File: src/rtl/pcie2_x1_sync_arb_if.sv
// Bus bundle between the event sources / slow-domain synchronizer and pcie2_x1_sync_arb.
// slave = arbiter side, master = requesters plus synchronizer side.
interface pcie2_x1_sync_arb_if #(
  parameter int NUM_REQ = 4,
  parameter int ID_W    = 2
);
  logic [NUM_REQ-1:0] req_pulse;
  logic [NUM_REQ-1:0] pend;
  logic               sync_req;
  logic [ID_W-1:0]    sync_id;
  logic               sync_ack;
  logic               busy;
  logic               done_pulse;
  logic [ID_W-1:0]    done_id;
  logic               timeout_err;

  modport slave (
    input  req_pulse, sync_ack,
    output pend, sync_req, sync_id, busy, done_pulse, done_id, timeout_err
  );

  modport master (
    output req_pulse, sync_ack,
    input  pend, sync_req, sync_id, busy, done_pulse, done_id, timeout_err
  );
endinterface

File: src/rtl/pcie2_x1_sync_arb.sv
// Round-robin arbiter sharing one 4-phase req/ack synchronizer channel among NUM_REQ event sources.
// Optional handshake watchdog: define PCIE2_SYNC_ARB_TIMEOUT_EN.
module pcie2_x1_sync_arb #(
  parameter int NUM_REQ     = 4,
  parameter int ID_W        = 2,
  parameter int TIMEOUT_CYC = 255
) (
  input logic                i_clk,
  input logic                i_rst,
  pcie2_x1_sync_arb_if.slave bus
);

  typedef enum logic [1:0] {
    ST_IDLE = 2'd0,
    ST_REQ  = 2'd1,
    ST_REL  = 2'd2
  } state_t;

  if (ID_W != $clog2(NUM_REQ)) begin : g_bad_id_w
    $error("ID_W must equal clog2(NUM_REQ)");
  end
  if (NUM_REQ < 2 || NUM_REQ > 16) begin : g_bad_num_req
    $error("NUM_REQ out of range 2..16");
  end
  if (TIMEOUT_CYC < 1 || TIMEOUT_CYC > 65535) begin : g_bad_timeout
    $error("TIMEOUT_CYC out of range 1..65535");
  end

  state_t             r_state;
  state_t             w_state_nxt;
  logic [NUM_REQ-1:0] r_pend;
  logic [ID_W-1:0]    r_ptr;
  logic               r_sync_req;
  logic [ID_W-1:0]    r_sync_id;
  logic               r_busy;
  logic               r_done_pulse;
  logic [ID_W-1:0]    r_done_id;

  logic               w_found;
  logic [ID_W-1:0]    w_win;
  logic               w_grant;
  logic               w_sync_req_nxt;
  logic               w_done_nxt;
  logic               w_timeout_nxt;
  logic               w_cnt_hit;

  // Returns {found, index}: first pending bit at or above ptr, wrapping to 0.
  function automatic logic [ID_W:0] rr_pick(input logic [NUM_REQ-1:0] req,
                                            input logic [ID_W-1:0]    ptr);
    logic [ID_W:0] res;
    int            idx;
    res = '0;
    for (int k = 0; k < NUM_REQ; k++) begin
      idx = (int'(ptr) + k) % NUM_REQ;
      if (!res[ID_W] && req[idx]) begin
        res = {1'b1, ID_W'(idx)};
      end else begin
        res = res;
      end
    end
    return res;
  endfunction

  always_comb begin
    {w_found, w_win} = rr_pick(r_pend, r_ptr);
  end

  always_comb begin
    w_state_nxt    = r_state;
    w_grant        = 1'b0;
    w_sync_req_nxt = r_sync_req;
    w_done_nxt     = 1'b0;
    w_timeout_nxt  = 1'b0;
    case (r_state)
      ST_IDLE: begin
        // A still-high ack belongs to an aborted or stale handshake; never grant over it.
        if (w_found && !bus.sync_ack) begin
          w_grant        = 1'b1;
          w_sync_req_nxt = 1'b1;
          w_state_nxt    = ST_REQ;
        end else begin
          w_sync_req_nxt = 1'b0;
        end
      end
      ST_REQ: begin
        if (bus.sync_ack) begin
          w_sync_req_nxt = 1'b0;
          w_state_nxt    = ST_REL;
        end else if (w_cnt_hit) begin
          w_sync_req_nxt = 1'b0;
          w_timeout_nxt  = 1'b1;
          w_state_nxt    = ST_IDLE;
        end else begin
          w_sync_req_nxt = 1'b1;
        end
      end
      ST_REL: begin
        if (!bus.sync_ack) begin
          w_done_nxt  = 1'b1;
          w_state_nxt = ST_IDLE;
        end else if (w_cnt_hit) begin
          w_timeout_nxt = 1'b1;
          w_state_nxt   = ST_IDLE;
        end else begin
          w_state_nxt = ST_REL;
        end
        w_sync_req_nxt = 1'b0;
      end
      default: begin
        w_sync_req_nxt = 1'b0;
        w_state_nxt    = ST_IDLE;
      end
    endcase
  end

  always_ff @(posedge i_clk or posedge i_rst) begin
    if (i_rst) begin
      r_state      <= ST_IDLE;
      r_pend       <= {NUM_REQ{1'b0}};
      r_ptr        <= {ID_W{1'b0}};
      r_sync_req   <= 1'b0;
      r_sync_id    <= {ID_W{1'b0}};
      r_busy       <= 1'b0;
      r_done_pulse <= 1'b0;
      r_done_id    <= {ID_W{1'b0}};
    end else begin
      r_state      <= w_state_nxt;
      r_sync_req   <= w_sync_req_nxt;
      r_busy       <= (w_state_nxt != ST_IDLE);
      r_done_pulse <= w_done_nxt;
      // A new pulse on the granted bit is ORed in after the clear, so it survives.
      r_pend <= (r_pend & ~(w_grant ? (NUM_REQ'(1) << w_win) : {NUM_REQ{1'b0}}))
                | bus.req_pulse;
      if (w_grant) begin
        r_sync_id <= w_win;
        r_ptr     <= (w_win == ID_W'(NUM_REQ - 1)) ? {ID_W{1'b0}} : w_win + 1'b1;
      end else begin
        r_sync_id <= r_sync_id;
        r_ptr     <= r_ptr;
      end
      if (w_done_nxt || w_timeout_nxt) begin
        r_done_id <= r_sync_id;
      end else begin
        r_done_id <= r_done_id;
      end
    end
  end

`ifdef PCIE2_SYNC_ARB_TIMEOUT_EN
  logic [15:0] r_cnt;
  logic        r_timeout_err;

  assign w_cnt_hit = (r_cnt == 16'(TIMEOUT_CYC - 1));

  // Phase watchdog: restarts on every entry into REQ or REL.
  always_ff @(posedge i_clk or posedge i_rst) begin
    if (i_rst) begin
      r_cnt         <= 16'd0;
      r_timeout_err <= 1'b0;
    end else begin
      r_timeout_err <= w_timeout_nxt;
      if (w_state_nxt != r_state) begin
        r_cnt <= 16'd0;
      end else if (r_state != ST_IDLE) begin
        r_cnt <= r_cnt + 16'd1;
      end else begin
        r_cnt <= r_cnt;
      end
    end
  end

  assign bus.timeout_err = r_timeout_err;
`else
  assign w_cnt_hit       = 1'b0;
  assign bus.timeout_err = 1'b0;
`endif

  assign bus.pend       = r_pend;
  assign bus.sync_req   = r_sync_req;
  assign bus.sync_id    = r_sync_id;
  assign bus.busy       = r_busy;
  assign bus.done_pulse = r_done_pulse;
  assign bus.done_id    = r_done_id;

endmodule

File: src/flat_wrapper.sv
// flat-port wrapper written by rule: the top's interface ports become plain ports
module pcie2_x1_sync_arb_flat 
#(
  parameter int NUM_REQ     = 4,
  parameter int ID_W        = 2,
  parameter int TIMEOUT_CYC = 255
)
  (i_clk, i_rst, bus_req_pulse, bus_sync_ack, bus_pend, bus_sync_req, bus_sync_id, bus_busy, bus_done_pulse, bus_done_id, bus_timeout_err);
  pcie2_x1_sync_arb_if #(.NUM_REQ(NUM_REQ), .ID_W(ID_W)) bus_i ();
  input logic i_clk;
  input logic i_rst;
  input wire logic [$bits(bus_i.req_pulse)-1:0] bus_req_pulse;
  input wire logic [$bits(bus_i.sync_ack)-1:0] bus_sync_ack;
  output wire logic [$bits(bus_i.pend)-1:0] bus_pend;
  output wire logic [$bits(bus_i.sync_req)-1:0] bus_sync_req;
  output wire logic [$bits(bus_i.sync_id)-1:0] bus_sync_id;
  output wire logic [$bits(bus_i.busy)-1:0] bus_busy;
  output wire logic [$bits(bus_i.done_pulse)-1:0] bus_done_pulse;
  output wire logic [$bits(bus_i.done_id)-1:0] bus_done_id;
  output wire logic [$bits(bus_i.timeout_err)-1:0] bus_timeout_err;
  assign bus_i.req_pulse = bus_req_pulse;
  assign bus_i.sync_ack = bus_sync_ack;
  assign bus_pend = bus_i.pend;
  assign bus_sync_req = bus_i.sync_req;
  assign bus_sync_id = bus_i.sync_id;
  assign bus_busy = bus_i.busy;
  assign bus_done_pulse = bus_i.done_pulse;
  assign bus_done_id = bus_i.done_id;
  assign bus_timeout_err = bus_i.timeout_err;
  pcie2_x1_sync_arb #(.NUM_REQ(NUM_REQ), .ID_W(ID_W), .TIMEOUT_CYC(TIMEOUT_CYC)) u_core (.i_clk(i_clk), .i_rst(i_rst), .bus(bus_i));
endmodule
File: config.mk
export PLATFORM = sky130hd
export DESIGN_NAME = pcie2_x1_sync_arb_flat
export DESIGN_NICKNAME = d
export VERILOG_FILES = /design/src/rtl/pcie2_x1_sync_arb_if.sv /design/src/rtl/pcie2_x1_sync_arb.sv /design/src/flat_wrapper.sv
export SDC_FILE = /design/constraint.sdc
export NUM_CORES = 1
export LEC_CHECK = 0
export CORE_MARGIN = 5
export CORE_UTILIZATION = 30
export CTS_CLUSTER_SIZE = 8
export DETAILED_ROUTE_END_ITERATION = 16
export PLACE_DENSITY = 0.53
export SYNTH_ARGS = -nofsm -noshare
export SYNTH_HDL_FRONTEND = slang
export SYNTH_SLANG_ARGS = --single-unit
File: constraint.sdc
create_clock -name i_clk -period 1.83 [get_ports i_clk]
set_clock_uncertainty 0.2 [all_clocks]
set_input_delay 0.366 -clock i_clk [delete_from_list [all_inputs] [get_ports i_clk]]
set_output_delay 0.366 -clock i_clk [all_outputs]
set_load 0.05 [all_outputs]
==> run_results.csv <==
group,metric,value,unit
worst_setup_path,cp_top_family,"simple AND/OR/NAND/NOR gates",
power_and_ir_drop,fin_total_pwr,1796,uW
synthesis,muxShareOfSynthArea,7.119,%
drt,wl_per_cell,11.64,um
clock_network,cts_sinks,15,
synthesis,ys_types,27,
drt,drtAntennaViolNets,0,
die,start_util,30.63,%
placed_design,io_buffers,17,
worst_setup_path,critPathLaunchType,"flop",
die,die_h,59.61,um
global_route,first_global_vias,608,
placed_design,hpwl,1180,um
clock_network,htree_levels,1,
clock_network,root_buffer,"clkbuf_4",
clock_network,path_clk_slew,0.09,ns
finish,nNetsFinal,111,
synthesis,synth-seq-cells,15,
synthesis,synth_top_family_by_area,"simple AND/OR/NAND/NOR gates",
timing,setup_viol,1,
synthesis,synth_fa_ha_area_share,6.780,%
die,die_w,59.61,um
drt,dr.pass1.iters,2,
global_route,grt_max_degree,16,
die,row_count,18,
worst_setup_path,crit_required,1.81,ns
worst_hold_path,hp-class,"in2async",
drt,avgViaCountPerCell,4.550,
worst_setup_path,crit-reg2reg-launch,"u_core.bus.pend[2]",
worst_setup_path,slowest_stage,"or4_4",
synthesis,synth_area_leaders,"dfrtp_1 (51%), ha_1 (6.8%), mux2_4 (4.1%), a21oi_1 (3.4%), a21o_1 (3.1%)",
drt,drc,0,
clock_network,cts-buffers-inserted,3,
timing,whs,0.1814,ns
synthesis,synthesis.nets,78,
worst_setup_path,critPathKind,"reg2reg",
global_route,grt_overflow_total,0,
synthesis,syn_avg_cell_area,11.02,sq um
power_and_ir_drop,leakage,0.0005243,uW
worst_setup_path,r2r_cells,4,
flow_run,drv_cap,0,
global_route,antenna_found_initial,0,
worst_setup_path,crit_fanout,5,
synthesis,synth_compound_area_share,12.03,%
drt,wirelength,1501,um
worst_setup_path,max_stage_delay,0.58,ns
clock_network,cts.path.max_buffers,2,
placed_design,gp_congestion,0.7530,
die,die_area,0.003553,sq mm
timing,finalHoldViolCount,0,
worst_setup_path,path_buf_inv,0,
synthesis,synth_xor_area_share,1.186,%
synthesis,ys_seq_area_share,50.85,%
timing,setup_ws,-0.002412,ns
finish,syn_to_final_growth,57.12,%
status,status,"finished with violations",
worst_setup_path,cp-end-kind,"flop",
placed_design,pre_cts_slack,-0.06711,ns
timing,finalCritPeriodShare,100.1,%
timing,drv_slew,0,
worst_setup_path,r2r-end,"u_core.r_ptr[1]",
synthesis,synth_simple_gate_area_share,17.97,%
timing,min_period,1.832,ns
worst_setup_path,reg2reg_setup_slack,-0.002,ns
power_and_ir_drop,peakVddDrop,0.001131,V
synthesis,yosysTopAreaCell,"dfrtp_1",
synthesis,synthCells,67,
finish,diodes,0,
clock_network,worstSkewPairLatency,0.28,ns
status,violations,"negative setup slack",
finish,layout-drive-gt1-share,50.51,%
synthesis,ys_warn_count,0,
power_and_ir_drop,powerDensity,1548,mW/mm^2
drt,drtIter0Drc,3,
synthesis,syn_area,738.2,sq um
worst_setup_path,cp_cell_sequence,"or4_4, and2_4, ha_4, o21ai_2",
clock_network,cts_tree,"yes",
timing,clock.fmax,545.7,MHz
timing,grt_setup_unrepaired,"true",
die,core_area,0.002410,sq mm
die,io_pins,19,
global_route,globalRouteTotalUtil,9.299,%
worst_setup_path,worstPathArrival,1.81,ns
synthesis,synth_top_area_share,50.85,%
global_route,grt_pass1_wl,2463,um
drt,num_vias,587,
[what timing repair did]
item | 4_1_cts | 5_1_grt
endpoints found under the setup margin | 3 | 6
setup buffers | 1 | 2
gates resized for setup | 0 | 7
pin swaps | 2 | 7
hold buffers | 0 | 0
[layout make-up]
cell class	count	area [sq um]
Fill cell	224	1250
Multi-Input combinational cell	46	387.9
Sequential cell	15	380.4
Timing Repair Buffer	29	307.8
Tap cell	30	37.54
Clock buffer	3	22.52
Inverter	5	18.77
Clock inverter	1	5.005
[metal layers]
layer  track usage (%)  wire (um)  vias up
met4             3.797          8        0
met3             4.357        117        2
met1             9.906        615      278
met2             15.76        760       16
met5                 0          0        -
li1                  -          -      291
[where the power goes]
group / internal [uW] / switching (uW) / total, uW
clock: 81.2 / 106 / 187
sequential: 429 / 102 / 531
combinational: 537 / 541 / 1080
[cells in the mapped netlist]
master,number
nor3_2,1
a21o_1,3
mux2_2,2
a21oi_1,5
or4_4,1
o22ai_1,1
buf_4,1
nor3_1,2
and2b_1,1
mux2_4,2
nand2b_1,2
xnor2_1,1
o21ai_0,2
inv_1,5
and2_1,1
o22a_1,1
nor2_1,3
or2_1,2
and2_4,1
nor3b_2,1
dfrtp_1,15
nand3b_1,1
o31ai_1,1
nand2_1,6
a221oi_1,1
ha_1,4
conb_1,1
[registers in the layout, indices dropped and copies added (netlist names)]
register / cells
u_core.r_ptr: 2
u_core.bus.done_pulse: 1
u_core.bus.busy: 1
u_core.bus.sync_id: 2
u_core.r_state: 2
u_core.bus.sync_req: 1
u_core.bus.pend: 4
u_core.bus.done_id: 2
[layout by cell type, fill, tap and decap left out, types with 2 or more instances in the layout]
cell type,count
nand2_1,5
mux2_4,2
nor2_1,3
clkdlybuf4s50_1,6
clkbuf_4,3
buf_4,17
a21o_1,3
ha_1,2
nor3_1,2
inv_1,2
buf_12,6
inv_2,3
a21oi_1,5
and2_4,2
nand2b_1,2
dfrtp_1,11
ha_4,2
dfrtp_2,4
or2_1,2
mux2_2,2
[through the flow]
stage / cell area (sq um) / instances / setup TNS (ns) / utilization, %
finish: 1160 / 129 / -0.002412 / 48.13
global route: 1160 / 129 / -0.2657 / 48.13
CTS: 1127 / 127 / -0.02137 / 46.78
detailed placement: 1092 / 122 / -0.3136 / 45.33
global placement: 1092 / 122 / -0.1235 / 45.33
floorplan: 777.0 / 67 / -0.5123 / -
[cell families after synthesis]
kind of cell	Yosys count
DFF	15
AOI/OAI and AO/OA	14
buffers and inverters	6
and+or+nand+nor	22
other	1
xor gates and xnor gates	1
adders and majority gates	4
muxes	4
[worst reg2reg max path, cell delays in order, from the launching register on]
cell	delay, ns
dfrtp_2	0.44
or4_4	0.58
and2_4	0.21
ha_4	0.26
o21ai_2	0.04
[how the worst max path moves through the flow]
stage | start | endpoint | slack [ns] | cells past startpoint
floorplan | u_core.bus.pend[2] | u_core.r_ptr[0] | -0.08 | 4
global placement | bus_sync_ack | u_core.r_ptr[0] | -0.04 | 5
detailed placement | bus_sync_ack | u_core.r_ptr[0] | -0.07 | 5
CTS | u_core.bus.pend[3] | u_core.bus.pend[2] | -0.01 | 5
global route | u_core.bus.pend[2] | u_core.bus.pend[2] | -0.06 | 5
finish | u_core.bus.pend[2] | u_core.r_ptr[1] | -0.002 | 4
No activity file was read; power rests on OpenSTA's default activity.
